[src/rtl/accel_uart_framer.sv]
// accel_uart_framer: latches a multi-axis accelerometer sample, optionally
// decimates the strobe stream, and sends a framed packet to a byte UART:
// SYNC, seq, axis bytes (axis 0 first, MSB first), XOR checksum of seq+data.
module accel_uart_framer #(
    parameter int          NUM_AXES  = 3,
    parameter int          AXIS_W    = 16,
    parameter logic [7:0]  SYNC_BYTE = 8'hA5,
    parameter int          DECIM     = 1
) (
    input  logic                         i_clk,
    input  logic                         i_rst_n,
    input  logic [NUM_AXES*AXIS_W-1:0]   i_sample,
    input  logic                         i_sample_vld,
    input  logic                         i_tx_ready,
    output logic                         o_tx_enb,
    output logic [7:0]                   o_tx_byte,
    output logic                         o_busy,
    output logic [7:0]                   o_seq,
    output logic [7:0]                   o_drop_cnt
);

    localparam int          BPA       = (AXIS_W + 7) / 8;
    localparam int          NDATA     = NUM_AXES * BPA;
    localparam int          FRAME_LEN = 3 + NDATA;
    localparam int          IDXW      = 6;
    localparam logic [IDXW-1:0] LAST_IDX = IDXW'(FRAME_LEN - 1);
    localparam logic [7:0]  DLAST     = 8'(DECIM - 1);

    typedef enum logic [1:0] {IDLE, SEND, WAIT_LOW, WAIT_HIGH} state_t;

    state_t              r_state;
    logic [IDXW-1:0]     r_idx;
    logic [1:0]          r_wcnt;
    logic [7:0]          r_dcnt;
    logic [NDATA*8-1:0]  r_data;
    logic [7:0]          r_chk;
    logic                r_tx_enb;
    logic [7:0]          r_tx_byte;
    logic [7:0]          r_seq;
    logic [7:0]          r_drop;

    logic [NDATA*8-1:0]  w_pad;
    logic [7:0]          w_byte;
    logic                w_sel;
    logic                w_accept;

    // Zero-extend each axis to a whole number of bytes.
    always_comb begin
        w_pad = '0;
        for (int unsigned a = 0; a < NUM_AXES; a++) begin
            w_pad[a*BPA*8 +: AXIS_W] = i_sample[a*AXIS_W +: AXIS_W];
        end
    end

    // Select the frame byte addressed by r_idx.
    always_comb begin
        w_byte = '0;
        if (r_idx == '0) begin
            w_byte = SYNC_BYTE;
        end else if (r_idx == IDXW'(1)) begin
            w_byte = r_seq;
        end else if (r_idx == LAST_IDX) begin
            w_byte = r_chk;
        end else begin
            for (int unsigned d = 0; d < NDATA; d++) begin
                if (r_idx == IDXW'(d + 2)) begin
                    w_byte = r_data[(d / BPA) * BPA * 8 + (BPA - 1 - (d % BPA)) * 8 +: 8];
                end
            end
        end
    end

    assign w_sel    = i_sample_vld && (r_dcnt == '0);
    // A selected strobe coinciding with last-byte completion starts the next frame.
    assign w_accept = w_sel && ((r_state == IDLE) ||
                      ((r_state == WAIT_HIGH) && i_tx_ready && (r_idx == LAST_IDX)));

    // Decimation counter advances on every strobe.
    always_ff @(posedge i_clk or negedge i_rst_n) begin
        if (!i_rst_n) begin
            r_dcnt <= '0;
        end else if (i_sample_vld) begin
            r_dcnt <= (r_dcnt == DLAST) ? '0 : r_dcnt + 8'd1;
        end
    end

    // Saturating count of selected samples that arrive mid-frame.
    always_ff @(posedge i_clk or negedge i_rst_n) begin
        if (!i_rst_n) begin
            r_drop <= '0;
        end else if (w_sel && !w_accept && (r_drop != 8'hFF)) begin
            r_drop <= r_drop + 8'd1;
        end
    end

    // Frame sequencer: handshake each byte with the UART, accumulate checksum.
    always_ff @(posedge i_clk or negedge i_rst_n) begin
        if (!i_rst_n) begin
            r_state   <= IDLE;
            r_idx     <= '0;
            r_wcnt    <= '0;
            r_data    <= '0;
            r_chk     <= '0;
            r_tx_enb  <= 1'b0;
            r_tx_byte <= '0;
            r_seq     <= '0;
        end else begin
            r_tx_enb <= 1'b0;
            if (w_accept) begin
                r_data  <= w_pad;
                r_seq   <= r_seq + 8'd1;
                r_chk   <= '0;
                r_idx   <= '0;
                r_state <= SEND;
            end else begin
                case (r_state)
                    SEND: begin
                        if (i_tx_ready) begin
                            r_tx_enb  <= 1'b1;
                            r_tx_byte <= w_byte;
                            if ((r_idx != '0) && (r_idx != LAST_IDX)) begin
                                r_chk <= r_chk ^ w_byte;
                            end
                            r_wcnt  <= '0;
                            r_state <= WAIT_LOW;
                        end
                    end
                    WAIT_LOW: begin
                        if (!i_tx_ready || (r_wcnt == 2'd2)) begin
                            r_state <= WAIT_HIGH;
                        end else begin
                            r_wcnt <= r_wcnt + 2'd1;
                        end
                    end
                    WAIT_HIGH: begin
                        if (i_tx_ready) begin
                            if (r_idx == LAST_IDX) begin
                                r_state <= IDLE;
                            end else begin
                                r_idx   <= r_idx + IDXW'(1);
                                r_state <= SEND;
                            end
                        end
                    end
                    default: ;
                endcase
            end
        end
    end

    assign o_tx_enb   = r_tx_enb;
    assign o_tx_byte  = r_tx_byte;
    assign o_busy     = (r_state != IDLE);
    assign o_seq      = r_seq;
    assign o_drop_cnt = r_drop;

endmodule

[config.mk]
export PLATFORM = sky130hd
export DESIGN_NAME = accel_uart_framer
export DESIGN_NICKNAME = d
export VERILOG_FILES = /design/src/rtl/accel_uart_framer.sv
export SDC_FILE = /design/constraint.sdc
export NUM_CORES = 1
export LEC_CHECK = 0
export ABC_CLOCK_PERIOD_IN_PS = 5400
export CAP_MARGIN = 20
export CORE_ASPECT_RATIO = 0.7
export CORE_MARGIN = 2
export CORE_UTILIZATION = 58
export CTS_CLUSTER_SIZE = 24
export DETAILED_ROUTE_END_ITERATION = 10
export PLACE_DENSITY = 0.93
export SYNTH_ARGS = -nofsm -noshare
export SYNTH_HDL_FRONTEND = slang
export SYNTH_SLANG_ARGS = --single-unit
[constraint.sdc]
create_clock -name i_clk -period 5.4 [get_ports i_clk]
set_input_delay 0.81 -clock i_clk [delete_from_list [all_inputs] [get_ports i_clk]]
set_output_delay 0.81 -clock i_clk [all_outputs]
set_load 0.02 [all_outputs]
* Word level (Yosys, flattened, before mapping)
Index checks and enable logic that the tools add are counted.
W data, S select, Z words.
** Storage, ports and cells
- Register bits after elaboration :: 99
- Logic and storage cells :: 94
** Cells by class
- Add/subtract/negate cells :: 5
- Equal/unequal tests :: 20
- Muxes and demuxes :: 30
- Bitwise operators :: 2
- Reductions and logical operators :: 27
** Operators by type and width (count)
- $mux W8 :: 14
- $add A8 B1 Y8 const B :: 3
- $eq A6 B3 Y1 const B :: 4
- $mux W6 :: 4
- $eq A6 B2 Y1 const B :: 2
- $mux W2 :: 6
- $reduce_bool A2 Y1 :: 6
- $ne A3 B3 Y1 const B :: 3
- $reduce_and A3 Y1 :: 3
- $logic_not A8 Y1 :: 1
- $ne A8 B8 Y1 const B :: 1
- $reduce_and A4 Y1 :: 2
- $xor A8 B8 Y8 :: 1
- $logic_and A1 B1 Y1 :: 7
- $add A6 B1 Y6 const B :: 1
- $eq A2 B2 Y1 const B :: 3
- $eq A6 B1 Y1 const B :: 1
- $eq A6 B4 Y1 const B :: 1
- $logic_not A6 Y1 :: 1
- $ne A2 B2 Y1 const B :: 3
- $ne A6 B4 Y1 const B :: 1
- $pmux W2 S3 :: 1
- $reduce_bool A6 Y1 :: 1
- $mux W1 :: 4
- 8 further kinds :: 10

* Depth between registers and ports, before layout
- Depth in word-level cells :: 15
- Depth in mapped cells :: 10
- Depth with buffers taken out :: 8

* Worst setup path before layout
Ideal clock, no wire load.
- Path type :: register to register
- Start point :: register r_idx[0]
- End point :: register r_chk[6]
- Library setup time :: 119 ps
- Arrival time :: 2199 ps
- Required time :: 5281 ps
- Setup slack :: 3082 ps
- Cell stages (with the launch flop) :: 10
- Buffers on the path :: 1
- Cell sequence :: dfrtp_1 inv_1 ha_1 nor4b_4 and2_1 buf_2 or3_1 a31o_1 o31a_1 o21a_1
** On the way
- Cells in the longest elaborated chain, start to end :: 15
** RTL lines
- start, declared :: RTL line 32 : logic [IDXW-1:0] r_idx;
- start signal, assigned :: RTL line 140 : r_idx <= r_idx + IDXW'(1);
- $eq A6 B2 Y1 :: RTL line 66 : if (r_idx == IDXW'(d + 2)) begin
- $mux W8 (6 in series) :: RTL line 66
- $mux W8 :: RTL line 62 : end else if (r_idx == LAST_IDX) begin
- $mux W8 :: RTL line 60 : end else if (r_idx == IDXW'(1)) begin
- $mux W8 :: RTL line 58 : if (r_idx == '0) begin
- $xor A8 B8 Y8 :: RTL line 122 : r_chk <= r_chk ^ w_byte;
- $mux W8 :: RTL line 121 : if ((r_idx != '0) && (r_idx != LAST_IDX)) begin
- $mux W8 :: RTL line 118 : if (i_tx_ready) begin
- $mux W8 :: RTL line 116 : case (r_state)
- $mux W8 :: RTL line 109 : if (w_accept) begin
- end signal, assigned :: RTL line 122
- end, declared :: RTL line 36 : logic [7:0] r_chk;
Several ways; a longest one is shown, not always the timed one. The select of a mux whose other input is x is not followed.
A chain may end at the register's enable or synchronous reset.

* Final worst setup path
- Start point :: register r_idx[0]
- End point :: register r_seq[2] (netlist: o_seq[2])
** On the way
- Cells in the longest elaborated chain, start to end :: 4
** RTL lines
- $eq A6 B4 Y1 :: RTL line 76 : ((r_state == WAIT_HIGH) && i_tx_ready && (r_idx == LAST_IDX)));
- $logic_and A1 B1 Y1 :: RTL line 76
- $logic_or A1 B1 Y1 :: RTL line 75 : assign w_accept = w_sel && ((r_state == IDLE) ||
- $logic_and A1 B1 Y1 :: RTL line 75
- end signal, assigned :: RTL line 111 : r_seq <= r_seq + 8'd1;
- end, declared :: RTL line 39 : logic [7:0] r_seq;
Every way passes these cells.

==> impl_metrics.ini <==
[outcome]
outcome = complete, no violations

[critical_path]
crit_buf_inv = 2
path_delay_family = simple AND/OR/NAND/NOR gates
slowest_delay_ns = 0.50
critPathSlowestCell = and3b_2
worstReg2RegEnd = o_seq[2]
critPathLaunchType = flop
rr_worst_depth = 8
crit_type = reg2reg
path_cells = inv_1 > ha_1 > nor4b_4 > a41oi_1 > and3b_2 > buf_4 > nand2_1 > xnor2_1
r2r_slack_ns = 2.47
reg2reg_from = r_idx[0]
critPathRequiredTime_ns = 5.63
arrival_ns = 3.16
endpoint_kind = flop
path_max_fanout = 49

[job]
maxCapViolCount = 0

[global_routing]
grt_use_met3_pct = 7.37
antenna_found_initial = 0
grt-busiest-layer = met2
use_met2_pct = 44.2
grt_pass1_wl_um = 20700
grt_pass1_vias = 4107
overflow = 0
grt_max_degree = 65
use_met1_pct = 39.9
grt.total_usage_pct = 28.6

[clock_network]
cts_max_path_buffers = 2
cts_tree = built
cts_resized = 0
cts_sinks = 99
ctsHoldBuffers = 0
htreeDepth = 3
clk_pin_slew_worst_paths_ns = 0.07
cts_setup_buffers = 0
cts_buffers = 9
root_buffer = clkbuf_16
clk_latency_ns = 0.35

[drt]
antenna_left = 0
first_pass_iters = 7
wirelength_um = 13100
drt_iter0_drc = 442
routedWlPerCell_um = 17.3
via_count = 4407
drc = 0
avgViaCountPerCell = 5.82

[layout]
fin_nets = 698
syn2layout_area_growth_pct = 22.0
drive_gt1_share_pct = 5.49
nFillCells = 657
diodes = 0
regArea_mm2 = 0.00248
multiInputGateArea_mm2 = 0.00240
final_cell_mix = nand2_1, dfrtp_1, clkdlybuf4s50_1
layout_commonest_cell = nand2_1

[timing]
hold_viol = 0
slew_headroom_pct = 35.5
max_freq_mhz = 341
fin_crit_ns = 2.93
setup_violations = 0
worstMarginPinSlew_ns = 0.967
slew_viol_final = 0
setup_tns_ns = 0
whs_ns = 0.410
rsz0062_at_grt = no
finClkSkew_ns = 0.00641
period_share_pct = 54.3

[power_and_ir_drop]
power.leakage_nw = 2.90
p_per_area_mw_per_mm2 = 543
power_w = 0.00336
peakVddDrop_uv = 214

[floorplanning]
core_area_mm2 = 0.00848
pin_count = 78
die_w_um = 116
placementRows = 28
initial_utilization_pct = 59.7
die_y_um = 82.2
fp.dieArea_mm2 = 0.00951

[synth]
synth.distinct_cells = 58
ys_ff_latch = 99
yosys_warnings = 0
avgSynthCellArea_um2 = 8.87
synth-seq-area-share_pct = 48.9
ys.flop_type = dfrtp_1
syn_area_mm2 = 0.00506
synth_nets = 637
synth-edff-count = 0
synth_cells = 571
synthArstFlopShare_pct = 100

[placement]
place_congestion = 0.984
hpwl_um = 9550
portBuffers = 77

[worst_hold_path]
hold_class = in2async
==> cell usage after synthesis (3+ instances only) <==
cell	number	share of area, %
dfrtp_1	99	49
nand2b_1	9	1.1
a21oi_1	23	2.3
ha_1	14	3.5
or3_1	4	0.49
a31o_2	4	0.69
clkbuf_1	19	1.4
xor2_1	6	1.0
nand2_1	186	14
xnor2_1	17	2.9
nor2_1	20	1.5
nand3b_1	5	0.74
o22ai_1	4	0.49
buf_2	8	0.79
and3_1	10	1.2
nor3_1	9	0.89
inv_1	13	0.96
nand3_1	22	2.2
mux2i_1	5	0.99
a21o_1	7	1.0
and2_1	4	0.49
o21a_1	4	0.59
o221ai_1	7	1.2
nand4_1	9	1.1
o21ai_0	19	1.9
a22oi_1	3	0.44
==> per-stage QoR <==
stage          instances  utilization (%)  cell area (um2)  worst slack [ns]
6_report             757             72.9             6180              2.47
5_1_grt              757             72.9             6180              2.21
4_1_cts              757             72.9             6180              2.48
3_5_place_dp         741             69.3             5880              2.26
3_3_place_gp         741             69.3             5880              2.37
2_1_floorplan        571                -             5060              3.08
==> final cells by class <==
cell class | count | share of cell area (%)
Sequential cell | 99 | 40.1
Tap cell | 120 | 2.43
Multi-Input combinational cell | 428 | 38.9
Clock buffer | 11 | 3.93
Clock inverter | 5 | 0.972
Inverter | 13 | 0.790
Timing Repair Buffer | 81 | 12.9
==> how the worst max path moves through the flow <==
stage	end	cells past startpoint	slack, ns	start
2_1_floorplan	r_chk[6]	9	3.08	r_idx[0]
3_3_place_gp	r_wcnt[1]	6	2.37	i_tx_ready
3_5_place_dp	r_wcnt[1]	6	2.26	i_tx_ready
4_1_cts	o_seq[2]	8	2.48	r_idx[1]
5_1_grt	o_seq[2]	8	2.21	r_idx[0]
6_report	o_seq[2]	8	2.47	r_idx[0]
==> metal layers <==
layer  routed length [um]  vias to the layer above
met2                 5780                      220
li1                     -                     2058
met4                  307                        0
met1                 5810                     2102
met3                 1180                       27
met5                    0                        -
==> sequential cells by signal (all words and copies together) (netlist names) <==
name and count:
r_data 48, r_state 2, r_idx 6, o_tx_enb 1
r_chk 8, o_tx_byte 8, r_dcnt 8, r_wcnt 2
o_drop_cnt 8, o_seq 8
==> logic make-up after synthesis <==
kind of cell	count (synthesis)	synth area share, %
multiplexers	8	1.66
AND/OR/NAND/NOR	294	26.8
buffers and inverters	44	3.68
flip-flops	99	48.9
AO/OA/AOI/OAI	89	11.5
adder cells (fa/ha/maj)	14	3.46
XOR/XNOR	23	3.98
==> report_power, final <==
group          switching, W  total [W]  internal, W
Clock              0.000278   0.000652     0.000374
Sequential         0.000280    0.00133      0.00105
Combinational      0.000815    0.00138     0.000565
Total               0.00137    0.00336      0.00199
No activity file was read; power rests on OpenSTA's default activity.
